<file path="src/rtl/pipe_stage_reg.sv">
// pipe_stage_reg: two-entry skid buffer between pipeline stages.
//
// Carries a generic payload plus register-address, T_new and forwarding-data
// sideband. in_ready comes only from registered occupancy, so there is no
// combinational path from out_ready back to in_ready. T_new is decremented
// (saturating) on entry, and do_rel is set when the producer finishes this
// cycle. An empty stage presents an all-zero nop on every out_* field.
//
// Ports:
//   clk, reset                 rising-edge clock, synchronous active-low reset
//   in_valid / in_ready        upstream handshake
//   in_payload, in_ura,
//   in_tnew, in_do, in_do_rel  entry fields
//   flush                      drop all held entries
//   out_valid / out_ready      downstream handshake
//   out_payload, out_ura,
//   out_tnew, out_do,
//   out_do_rel                 head entry fields (zero when out_valid=0)
//   stall_cnt                  saturating count of back-pressured cycles
module pipe_stage_reg #(
    parameter int PAYLOAD_W = 128,
    parameter int NUM_URA   = 5,
    parameter int URA_W     = 7,
    parameter int TNEW_W    = 2
) (
    input  logic                     clk,
    input  logic                     reset,
    input  logic                     in_valid,
    output logic                     in_ready,
    input  logic [PAYLOAD_W-1:0]     in_payload,
    input  logic [NUM_URA*URA_W-1:0] in_ura,
    input  logic [TNEW_W-1:0]        in_tnew,
    input  logic [31:0]              in_do,
    input  logic                     in_do_rel,
    input  logic                     flush,
    output logic                     out_valid,
    input  logic                     out_ready,
    output logic [PAYLOAD_W-1:0]     out_payload,
    output logic [NUM_URA*URA_W-1:0] out_ura,
    output logic [TNEW_W-1:0]        out_tnew,
    output logic [31:0]              out_do,
    output logic                     out_do_rel,
    output logic [15:0]              stall_cnt
);

    typedef struct packed {
        logic [PAYLOAD_W-1:0]     payload;
        logic [NUM_URA*URA_W-1:0] ura;
        logic [TNEW_W-1:0]        tnew;
        logic [31:0]              data;
        logic                     do_rel;
    } entry_t;

    // slot[0] is always the head; slot[1] is the skid entry.
    entry_t     slot [2];
    entry_t     in_entry;
    logic [1:0] count;
    logic       push;
    logic       pop;

    assign in_ready  = ~count[1];
    assign out_valid = (count != 2'd0);
    assign push      = in_valid & in_ready & ~flush;
    assign pop       = out_valid & out_ready & ~flush;

    always_comb begin
        in_entry         = '0;
        in_entry.payload = in_payload;
        in_entry.ura     = in_ura;
        in_entry.data    = in_do;
        // Saturating decrement: a result already due stays due.
        in_entry.tnew    = (in_tnew == '0) ? '0 : in_tnew - TNEW_W'(1);
        // Producer completes this cycle, so the data is ready for forwarding.
        in_entry.do_rel  = in_do_rel | (in_tnew == TNEW_W'(1));
    end

    // Occupancy and stall counter.
    always_ff @(posedge clk) begin
        if (!reset) begin
            count     <= 2'd0;
            stall_cnt <= 16'd0;
        end else if (flush) begin
            count     <= 2'd0;
        end else begin
            case ({push, pop})
                2'b10:   count <= count + 2'd1;
                2'b01:   count <= count - 2'd1;
                default: count <= count;
            endcase
            if (out_valid && !out_ready && stall_cnt != 16'hFFFF)
                stall_cnt <= stall_cnt + 16'd1;
        end
    end

    // Entry storage; contents are don't-care whenever count says empty.
    always_ff @(posedge clk) begin
        case ({push, pop})
            2'b10: slot[count[0]] <= in_entry;
            2'b01: slot[0]        <= slot[1];
            // Push and pop together only happen at count 1 (push needs
            // count<2, pop needs count>0): the new entry becomes the head.
            2'b11: slot[0]        <= in_entry;
            default: ;
        endcase
    end

    // Bubbles read as all-zero nops.
    always_comb begin
        out_payload = '0;
        out_ura     = '0;
        out_tnew    = '0;
        out_do      = '0;
        out_do_rel  = 1'b0;
        if (out_valid) begin
            out_payload = slot[0].payload;
            out_ura     = slot[0].ura;
            out_tnew    = slot[0].tnew;
            out_do      = slot[0].data;
            out_do_rel  = slot[0].do_rel;
        end
    end

endmodule

</file>
<file path="config.mk">
export PLATFORM = sky130hd
export DESIGN_NAME = pipe_stage_reg
export DESIGN_NICKNAME = d
export VERILOG_FILES = /design/src/rtl/pipe_stage_reg.sv
export SDC_FILE = /design/constraint.sdc
export NUM_CORES = 1
export LEC_CHECK = 0
export ABC_AREA = 1
export BUFFER_PORTS_ARGS = -buffer_cell sky130_fd_sc_hd__buf_2
export CELL_PAD_IN_SITES_DETAIL_PLACEMENT = 0
export CELL_PAD_IN_SITES_GLOBAL_PLACEMENT = 2
export CORE_MARGIN = 2
export CORE_UTILIZATION = 33
export DETAILED_ROUTE_END_ITERATION = 10
export PLACE_DENSITY = 0.88
export SYNTH_ARGS = -nofsm -noshare
export SYNTH_HDL_FRONTEND = slang
export SYNTH_SLANG_ARGS = --single-unit
</file>
<file path="constraint.sdc">
create_clock -name clk -period 16.8 [get_ports clk]
set_input_delay 0.84 -clock clk [delete_from_list [all_inputs] [get_ports clk]]
set_output_delay 0.84 -clock clk [all_outputs]
set_load 0.02 [all_outputs]
</file>
=== After elaboration in Yosys (flattened, before gate mapping) ===
Memory sizes are Yosys's and may differ from the RTL's.
Cells that the tools add are included.

* Bitwise operators: 9
* Muxes and demuxes: 17
* Reductions and logical operators: 9
* Equal/unequal tests: 5
* Add/sub/neg operators: 4

{| class="wikitable"
|+ Operators by type and width
! kind !! number
|-
| $mux W198 || 2
|-
| $reduce_or A198 Y1 || 1
|-
| $mux W128 || 1
|-
| $mux W35 || 1
|-
| $mux W32 || 1
|-
| $add A16 B1 Y16 const B || 1
|-
| $ne A16 B16 Y1 const B || 1
|-
| $mux W1 || 9
|-
| $and A1 B1 Y1 || 4
|-
| $eq A2 B1 Y1 const B || 2
|-
| $eq A2 B2 Y1 const B || 2
|-
| $mux W2 || 2
|-
| $pmux W2 S2 || 1
|-
| $reduce_bool A2 Y1 || 2
|-
| $sub A2 B1 Y2 const B || 2
|-
| $not A1 Y1 || 3
|-
| $add A2 B1 Y2 const B || 1
|-
| $logic_and A1 B1 Y1 || 2
|-
| $logic_not A2 Y1 || 1
|-
| $or A1 B1 Y1 || 2
|-
| $reduce_and A2 Y1 || 1
|-
| $reduce_or A2 Y1 || 1
|-
| $logic_not A1 Y1 || 1
|}

* Memory bits (writable): 396
* Flip-flop bits (word level): 18
* Memories kept: 1

{| class="wikitable"
|+ Memory list
! name !! words !! width !! rd ports !! clocked after Yosys merged registers in !! write ports !! RTL line !! text
|-
| slot || 2 || 198 || 2 || 0 || 1 || 55 || <nowiki>entry_t slot [2];</nowiki>
|}

=== Longest topological paths before layout ===
Gate-level depths: netlist of the first run.

* Depth in word-level cells: 9
* Mapped depth: 11

=== Worst setup path before layout of the first run ===
Ideal clock, no wire load.

* Path type: input to register
* Start point: in out_ready
* End point: mem slot[0][0] (netlist name), enable pin
* Cell stages on the path: 7
* Arrival: 11.315 ns
* Buffers on the path: 2
* Path slack: 4.662 ns
* Library setup time: 0.823 ns
* Cells stage by stage: inv_1 -> nor3_4 -> inv_2 -> buf_2 -> buf_2 -> ha_1 -> a21oi_1

* Longest elaborated chain between the ends: 8
* Elaborated cells on any way between the ends: 15
* Those cells by class: eq/ne (3); mux (8); bitwise (3); reduce/logical (1)

{| class="wikitable"
|+ Ends and longest elaborated chain
! what !! RTL line !! text
|-
| start: declaration || 37 || <nowiki>input logic out_ready,</nowiki>
|-
| $and A1 B1 Y1 * (2 in series) || 64 || <nowiki>assign pop = out_valid & out_ready & ~flush;</nowiki>
|-
| $eq A2 B1 Y1 or $eq A2 B2 Y1 (tied branches) || 97 || <nowiki>case ({push, pop})</nowiki>
|-
| $mux W1 || 97 ||
|-
| $mux W1 (on tied branches) || 99, 102 ||
|-
| $or A1 B1 Y1 (no source line) || -- ||
|-
| $reduce_or A198 Y1 (no source line) || -- ||
|-
| $mux W1 (no source line) || -- ||
|-
| end: declaration || 55 ||
|}

Mark *: on every way between the ends. The rest lies on a longest branch, timed or not.

=== Worst setup path after layout of the first run ===
* Start point: reg count[0]
* End point: mem slot[1][139] (netlist name), enable pin

* Longest elaborated chain between the ends: 9
* Elaborated cells on any way between the ends: 16
* Those cells by class: eq/ne (3); mux (8); bitwise (3); reduce/logical (2)

{| class="wikitable"
|+ Ends and longest elaborated chain
! what !! RTL line !! text
|-
| start: declaration || 57 || <nowiki>logic [1:0] count;</nowiki>
|-
| start signal: assignment || 86 || <nowiki>2'b10: count <= count + 2'd1;</nowiki>
|-
| start signal: assignment || 87 || <nowiki>2'b01: count <= count - 2'd1;</nowiki>
|-
| start signal: assignment || 88 || <nowiki>default: count <= count;</nowiki>
|-
| $reduce_bool A2 Y1 || 62 || <nowiki>assign out_valid = (count != 2'd0);</nowiki>
|-
| $and A1 B1 Y1 (2 in series) || 64 ||
|-
| $eq A2 B1 Y1 or $eq A2 B2 Y1 (tied branches) || 97 ||
|-
| $mux W1 || 97 ||
|-
| $mux W1 (on tied branches) || 99, 102 ||
|-
| $or A1 B1 Y1 (no source line) || -- ||
|-
| $reduce_or A198 Y1 (no source line) || -- ||
|-
| $mux W1 (no source line) || -- ||
|}

Several ways; a longest one is shown, not always the timed one.

==> flow_metrics.py, run 1 <==
metrics = {
    "run_status": {
        "run_status": "completed",
    },
    "sta": {
        "slew_viol_final": 0,
        "setup_tns_ps": 0,
        "hold_violations": 0,
        "slew_headroom": 0.229,
        "finClkSkew_ps": 7.14,
        "hold_slack_ps": 539,
        "fmax_ghz": 0.249,
        "fin_crit_sh": 0.239,
        "rsz0062_at_grt": "false",
        "fin_ws_ps": 12780,
        "tightestPinTransition_ps": 1160,
        "period_minus_slack_ps": 4020,
        "setup_violations": 0,
    },
    "synthesis": {
        "yosysSeqAreaShare": 0.703,
        "synth_flop_cell": "edfxtp_1",
        "synth_fp_nets": 1881,
        "ys_ff_latch": 414,
        "synth_warnings": 0,
        "synth_edf_count": 396,
        "netlist_area_um2": 17400,
        "syn_inst": 1673,
        "ys_types": 23,
        "async_reset_ff_frac": 0,
        "syn-mean-instance-area_um2": 10.4,
    },
    "placed_design": {
        "routabilityCongestion": 0.776,
        "port_buffers": 418,
        "placed_cells": 2702,
        "place_area_um2": 20100,
        "dpl.hpwl_um": 28300,
        "pre_cts_ws_ps": 12220,
    },
    "die": {
        "core_area_um2": 52300,
        "die_x_um": 234,
        "chipHeight_um": 234,
        "start_util": 0.333,
        "dieArea_um2": 54700,
        "ioPinCount": 419,
        "fp-row-count": 84,
    },
    "global_routing": {
        "grt_pass1_vias": 12333,
        "track_usage": 0.156,
        "grt_max_degree": 201,
        "grt_overflow_total": 0,
        "grt_pass1_wl_um": 67300,
        "antenna_found_initial": 4,
    },
    "setup_path": {
        "crit_family": "buffers and inverters",
        "r2r_cells": 7,
        "cpPeakStageDelay_ps": 850,
        "path_cells": "nor2_4 -> nor3_4 -> inv_4 -> ha_1 -> nor2_4 -> buf_4 -> buf_4",
        "worstSetupPathDepth": 7,
        "crit_slowest_cell": "buf_4",
        "crit_type": "flop to flop",
        "crit_fanout": 71,
        "critical_path_required_ps": 16970,
        "setup.worst_path.start_class": "flop",
        "crit_buf_inv": 3,
        "crit_path_end_kind": "flop",
        "arrival_ps": 4190,
    },
    "hold_path": {
        "hp-class": "flop to flop",
        "holdPathStages": 2,
    },
    "cells_and_area": {
        "final_util": 0.415,
        "syn_to_final_growth_pct": 24.6,
        "drive_gt1_frac": 0.243,
        "finalNonFillerCells": 2787,
        "finalNetCount": 2269,
        "final_cell_area_um2": 21700,
        "fill_cells": 5183,
    },
    "run": {
        "maxCapViolations": 0,
    },
    "cts": {
        "h-tree-depth": 2,
        "clk_pin_slew_ps": 60,
        "cts_buffers": 45,
        "ctsResizeCount": 0,
        "postCtsSetupBuffers": 0,
        "cts_tree": "built",
        "clk_latency_ps": 560,
        "root_buffer": "clkbuf_16",
        "postCtsHoldBufs": 0,
        "cts.sinks": 414,
        "cts.path.max_buffers": 3,
    },
    "route": {
        "drtIter0Drc": 859,
        "drtPass1Iterations": 5,
        "final_antenna_net_count": 0,
        "drc": 0,
        "wire_per_inst_um": 16.0,
        "wl_um": 44700,
        "vias_per_cell": 4.54,
        "vias": 12650,
    },
    "pwr": {
        "leakage_nw": 9.66,
        "ir_drop_uv": 73.4,
        "p_per_area_nw_per_um2": 110,
        "p_total_mw": 2.39,
    },
}
kinds of logic (layout without fill, tap and decap cells):
logic type | after synthesis | after routing | share of synthesized area
AOI/OAI and AO/OA | 206 | 206 | 0.0593
xor gates and xnor gates | 3 | 3 | 0.00151
adders and majority gates | 5 | 5 | 0.00359
buffers and inverters | 326 | 749 | 0.0739
DFF | 414 | 414 | 0.703
muxes | 1 | 1 | 0.000646
other | 0 | 3 | 0
and+or+nand+nor | 718 | 718 | 0.158
power breakdown:
group          leakage [nW]  switching (mW)  internal (mW)
sequential             3.79         0.00873           1.17
combinational          5.10           0.105         0.0467
clock                 0.773           0.408          0.649
registers in the layout, summed over array words and instances (netlist names):
name / count
count: 2
slot: 396
stall_cnt: 16
cell type report:
cell class,instances,area (µm²),share of cell area
Timing Repair Buffer,431,2200,0.101
Clock inverter,29,383,0.0176
Antenna cell,3,7.51,0.000346
Sequential cell,414,12300,0.564
Clock buffer,53,1200,0.0552
Inverter,236,888,0.0409
Multi-Input combinational cell,933,3930,0.181
Tap cell,688,861,0.0396
worst paths after layout:
check	from	to	slack [ps]
hold / removal	slot[1][169]	slot[0][169]	540
setup reg to reg	count[0]	slot[1][139]	12780
setup / recovery	count[0]	slot[1][139]	12780
hold reg to reg	slot[1][169]	slot[0][169]	540
worst reg2reg max path, delay by kind of cell (launching register included):
kind / cells / cell delay, ps
buffers and inverters: 3 / 1880
flip-flops: 1 / 510
AND/OR/NAND/NOR: 3 / 800
adder cells (fa/ha/maj): 1 / 330
cells in the mapped netlist, types with 2 or more instances:
| cell | instances | area [µm²] |
|---|---|---|
| nand2_1 | 447 | 1680 |
| edfxtp_1 | 396 | 11900 |
| nor2_1 | 241 | 905 |
| inv_1 | 235 | 882 |
| o21ai_0 | 197 | 986 |
| clkbuf_1 | 52 | 195 |
| buf_2 | 31 | 155 |
| nand3_1 | 22 | 110 |
| dfxtp_1 | 18 | 360 |
| a21oi_1 | 8 | 40.0 |
| buf_4 | 7 | 52.6 |
| ha_1 | 5 | 62.6 |
| nand4_1 | 2 | 12.5 |
| nor3_1 | 2 | 10.0 |
| xor2_1 | 2 | 17.5 |
routing by layer:
layer	vias up	track usage	part of all wire	routed length (µm)
li1	6179	-	-	-
met1	6008	0.209	0.43	19200
met2	387	0.256	0.48	21500
met3	74	0.0285	0.063	2790
met4	2	0.0526	0.024	1090
met5	-	0	0.00027	12
cells in the final DEF, fill, tap and decap left out, drive strengths merged:
master	n
bufinv	9
ha	5
mux2	1
and3	1
o21ai	197
nor3	3
o211ai	1
clkinvlp	1
inv	237
nand3	22
nor2	243
buf	431
nand2	447
xnor2	1
clkbuf	53
diode	3
nand4	2
clkinv	18
a21oi	8
edfxtp	396
dfxtp	18
xor2	2
Power figures use the tool's default switching activity.
==> run 2, diff against run 1 <==
--- a/config.mk
+++ b/config.mk
@@ -5,14 +5,14 @@
 export SDC_FILE = /design/constraint.sdc
 export NUM_CORES = 1
 export LEC_CHECK = 0
-export ABC_AREA = 1
+export ABC_AREA = 0
 export BUFFER_PORTS_ARGS = -buffer_cell sky130_fd_sc_hd__buf_2
 export CELL_PAD_IN_SITES_DETAIL_PLACEMENT = 0
 export CELL_PAD_IN_SITES_GLOBAL_PLACEMENT = 2
 export CORE_MARGIN = 2
-export CORE_UTILIZATION = 33
+export CORE_UTILIZATION = 34
 export DETAILED_ROUTE_END_ITERATION = 10
-export PLACE_DENSITY = 0.88
+export PLACE_DENSITY = 0.85
 export SYNTH_ARGS = -nofsm -noshare
 export SYNTH_HDL_FRONTEND = slang
 export SYNTH_SLANG_ARGS = --single-unit
==> constraint.sdc (replaced) <==
create_clock -name clk -period 3.6 [get_ports clk]
set_input_delay 0.18 -clock clk [delete_from_list [all_inputs] [get_ports clk]]
set_output_delay 0.18 -clock clk [all_outputs]
set_load 0.02 [all_outputs]
==> flow_metrics.py, run 2 <==
metrics = {
    "run_status": {
        "run_status": "completed",
    },
    "setup_path": {
        "setup.worst_path.start_class": "flop",
        "reg2reg_to": "slot[0][149]",
        "path_cells": "nor2_4 -> inv_4 -> buf_12 -> and2_1 -> buf_2",
        "r2r_cells": 8,
        "crit_fanout": 138,
        "worstSetupStartpoint": "count[0]",
        "crit_type": "flop to primary output",
        "reg2reg_slack_ps": 960,
        "arrival_ps": 2470,
        "crit_slowest_cell": "buf_12",
        "cpPeakStageDelay_ps": 440,
        "crit_path_end_kind": "primary output",
        "critical_path_required_ps": 3420,
        "r2r-start": "count[0]",
    },
    "pwr": {
        "p_total_mw": 10.6,
        "leakage_nw": 8.90,
        "p_per_area_nw_per_um2": 463,
        "ir_drop_uv": 403,
    },
    "sta": {
        "hold_slack_ps": 54.9,
        "slew_viol_final": 0,
        "rsz0062_at_grt": "false",
        "period_minus_slack_ps": 2650,
        "fin_crit_sh": 0.736,
        "slew_headroom": 0.292,
        "finClkSkew_ps": 26.2,
        "tightestPinTransition_ps": 1050,
        "setup_violations": 0,
        "hold_violations": 0,
        "fin_ws_ps": 949,
        "fmax_ghz": 0.377,
    },
    "placed_design": {
        "pre_cts_ws_ps": 949,
        "routabilityCongestion": 0.740,
        "place_area_um2": 19500,
        "dpl.hpwl_um": 24300,
        "port_buffers": 418,
    },
    "hold_path": {
        "holdPathEnd": "stall_cnt[1]",
        "min-delay-start": "out_ready",
        "hp-class": "input port to flop",
        "holdPathStages": 4,
    },
    "global_routing": {
        "grt_max_degree": 139,
        "track_usage": 0.147,
        "antenna_found_initial": 1,
        "grt_pass1_wl_um": 58700,
        "grt_overflow_total": 0,
        "grt_pass1_vias": 10798,
    },
    "cts": {
        "cts_tree": "built",
        "cts.sinks": 414,
        "cts_buffers": 45,
        "root_buffer": "clkbuf_16",
        "cts.path.max_buffers": 3,
        "clk_pin_slew_ps": 50,
        "h-tree-depth": 2,
        "clk_latency_ps": 560,
    },
    "cells_and_area": {
        "drive_gt1_frac": 0.313,
        "syn_to_final_growth_pct": 37.3,
        "final_cell_area_um2": 22900,
        "largest_reg_flops": 396,
        "layout_common_cells": "buf_2 (418), edfxtp_1 (396), dlygate4sd3_1 (199)",
        "largestRegisters": "slot (396), stall_cnt (16), count (2)",
        "diodes": 0,
        "finalNetCount": 1803,
        "largest-register": "slot",
        "final_util": 0.470,
        "final_common_cell": "buf_2",
    },
    "die": {
        "start_util": 0.342,
        "die_x_um": 225,
        "ioPinCount": 419,
        "fp-row-count": 81,
        "core_area_um2": 48600,
        "dieArea_um2": 50700,
        "chipHeight_um": 225,
    },
    "route": {
        "wire_per_inst_um": 17.2,
        "drc": 0,
        "vias": 10357,
        "final_antenna_net_count": 0,
        "drtPass1Iterations": 5,
        "drtIter0Drc": 382,
        "wl_um": 38800,
        "vias_per_cell": 4.60,
    },
    "synthesis": {
        "yosys-top-cells-count": "edfxtp_1 (396), and2_1 (198), mux2_1 (183)",
        "yosys.area.top_type_share": 0.714,
        "yosysTopAreaCell": "edfxtp_1",
        "ys_types": 42,
        "synth_flop_cell": "edfxtp_1",
        "yosysSeqAreaShare": 0.736,
        "synth_fp_nets": 1177,
        "syn-mean-instance-area_um2": 17.2,
        "ys_ff_latch": 414,
        "netlist_area_um2": 16600,
        "yosysMostFrequentCell": "edfxtp_1",
        "syn_inst": 969,
        "synth_warnings": 0,
        "async_reset_ff_frac": 0,
        "synth_area_leaders": "edfxtp_1 (71%), mux2_1 (12%), and2_1 (7.4%)",
        "synth_edf_count": 396,
    },
    "run": {
        "maxCapViolations": 0,
    },
}
[run 2: timing repair]
action,in CTS,in global routing
resized for setup,0,0
hold buffers,199,0
hold endpoints to repair,400,0
buffers inserted,0,0
[run 2: cells by family after synthesis]
logic type | after synthesis | synth area share
fa+ha+maj | 5 | 0.00376
buf+inv | 59 | 0.0177
mux | 196 | 0.133
simple gates | 255 | 0.0940
compound gates | 37 | 0.0144
xor+xnor | 3 | 0.00158
flops | 414 | 0.736
[run 2: cell type report]
cell class | count | area [µm²]
clock buffer | 59 | 1190
clock inverter | 24 | 169
fill | 4276 | 25800
inverter | 10 | 40.0
multi-input combinational | 496 | 4150
sequential | 414 | 12300
tap | 622 | 778
timing repair buffer | 628 | 4280
[run 2: layer usage]
metal | routed length [µm] | GRT usage | share of wire
met3 | 2840 | 0.0488 | 0.073
met5 | 13 | 0 | 0.00034
met2 | 19100 | 0.251 | 0.49
met4 | 937 | 0.0446 | 0.024
met1 | 15900 | 0.177 | 0.41
[run 2: worst max-delay path by stage]
stage	cells after the start	slack, ps	endpoint
CTS	5	850	out_payload[17]
floorplan	5	-820	slot[0][0]
global route	5	800	out_payload[18]
global placement	8	970	slot[0][98]
detailed placement	8	950	slot[0][77]
finish	5	950	out_payload[18]
[run 2: power by group]
group / total (mW) / switching, mW / internal [mW]
Clock: 4.30 / 1.83 / 2.47
Combinational: 0.803 / 0.409 / 0.394
Sequential: 5.50 / 0.0330 / 5.47
[run 2: critical path: cells and delay by family, from the launching register on]
family,cells,cell delay (ps)
AND/OR/NAND/NOR,2,300
buffers and inverters,3,1060
flip-flops,1,400
[run 2: per-stage QoR]
stage / instances / TNS (ps)
after global routing: 2253 / 0
after detailed placement: 1971 / 0
after global placement: 1971 / 0
final: 2253 / 0
after floorplan: 969 / -258890
after CTS: 2253 / 0
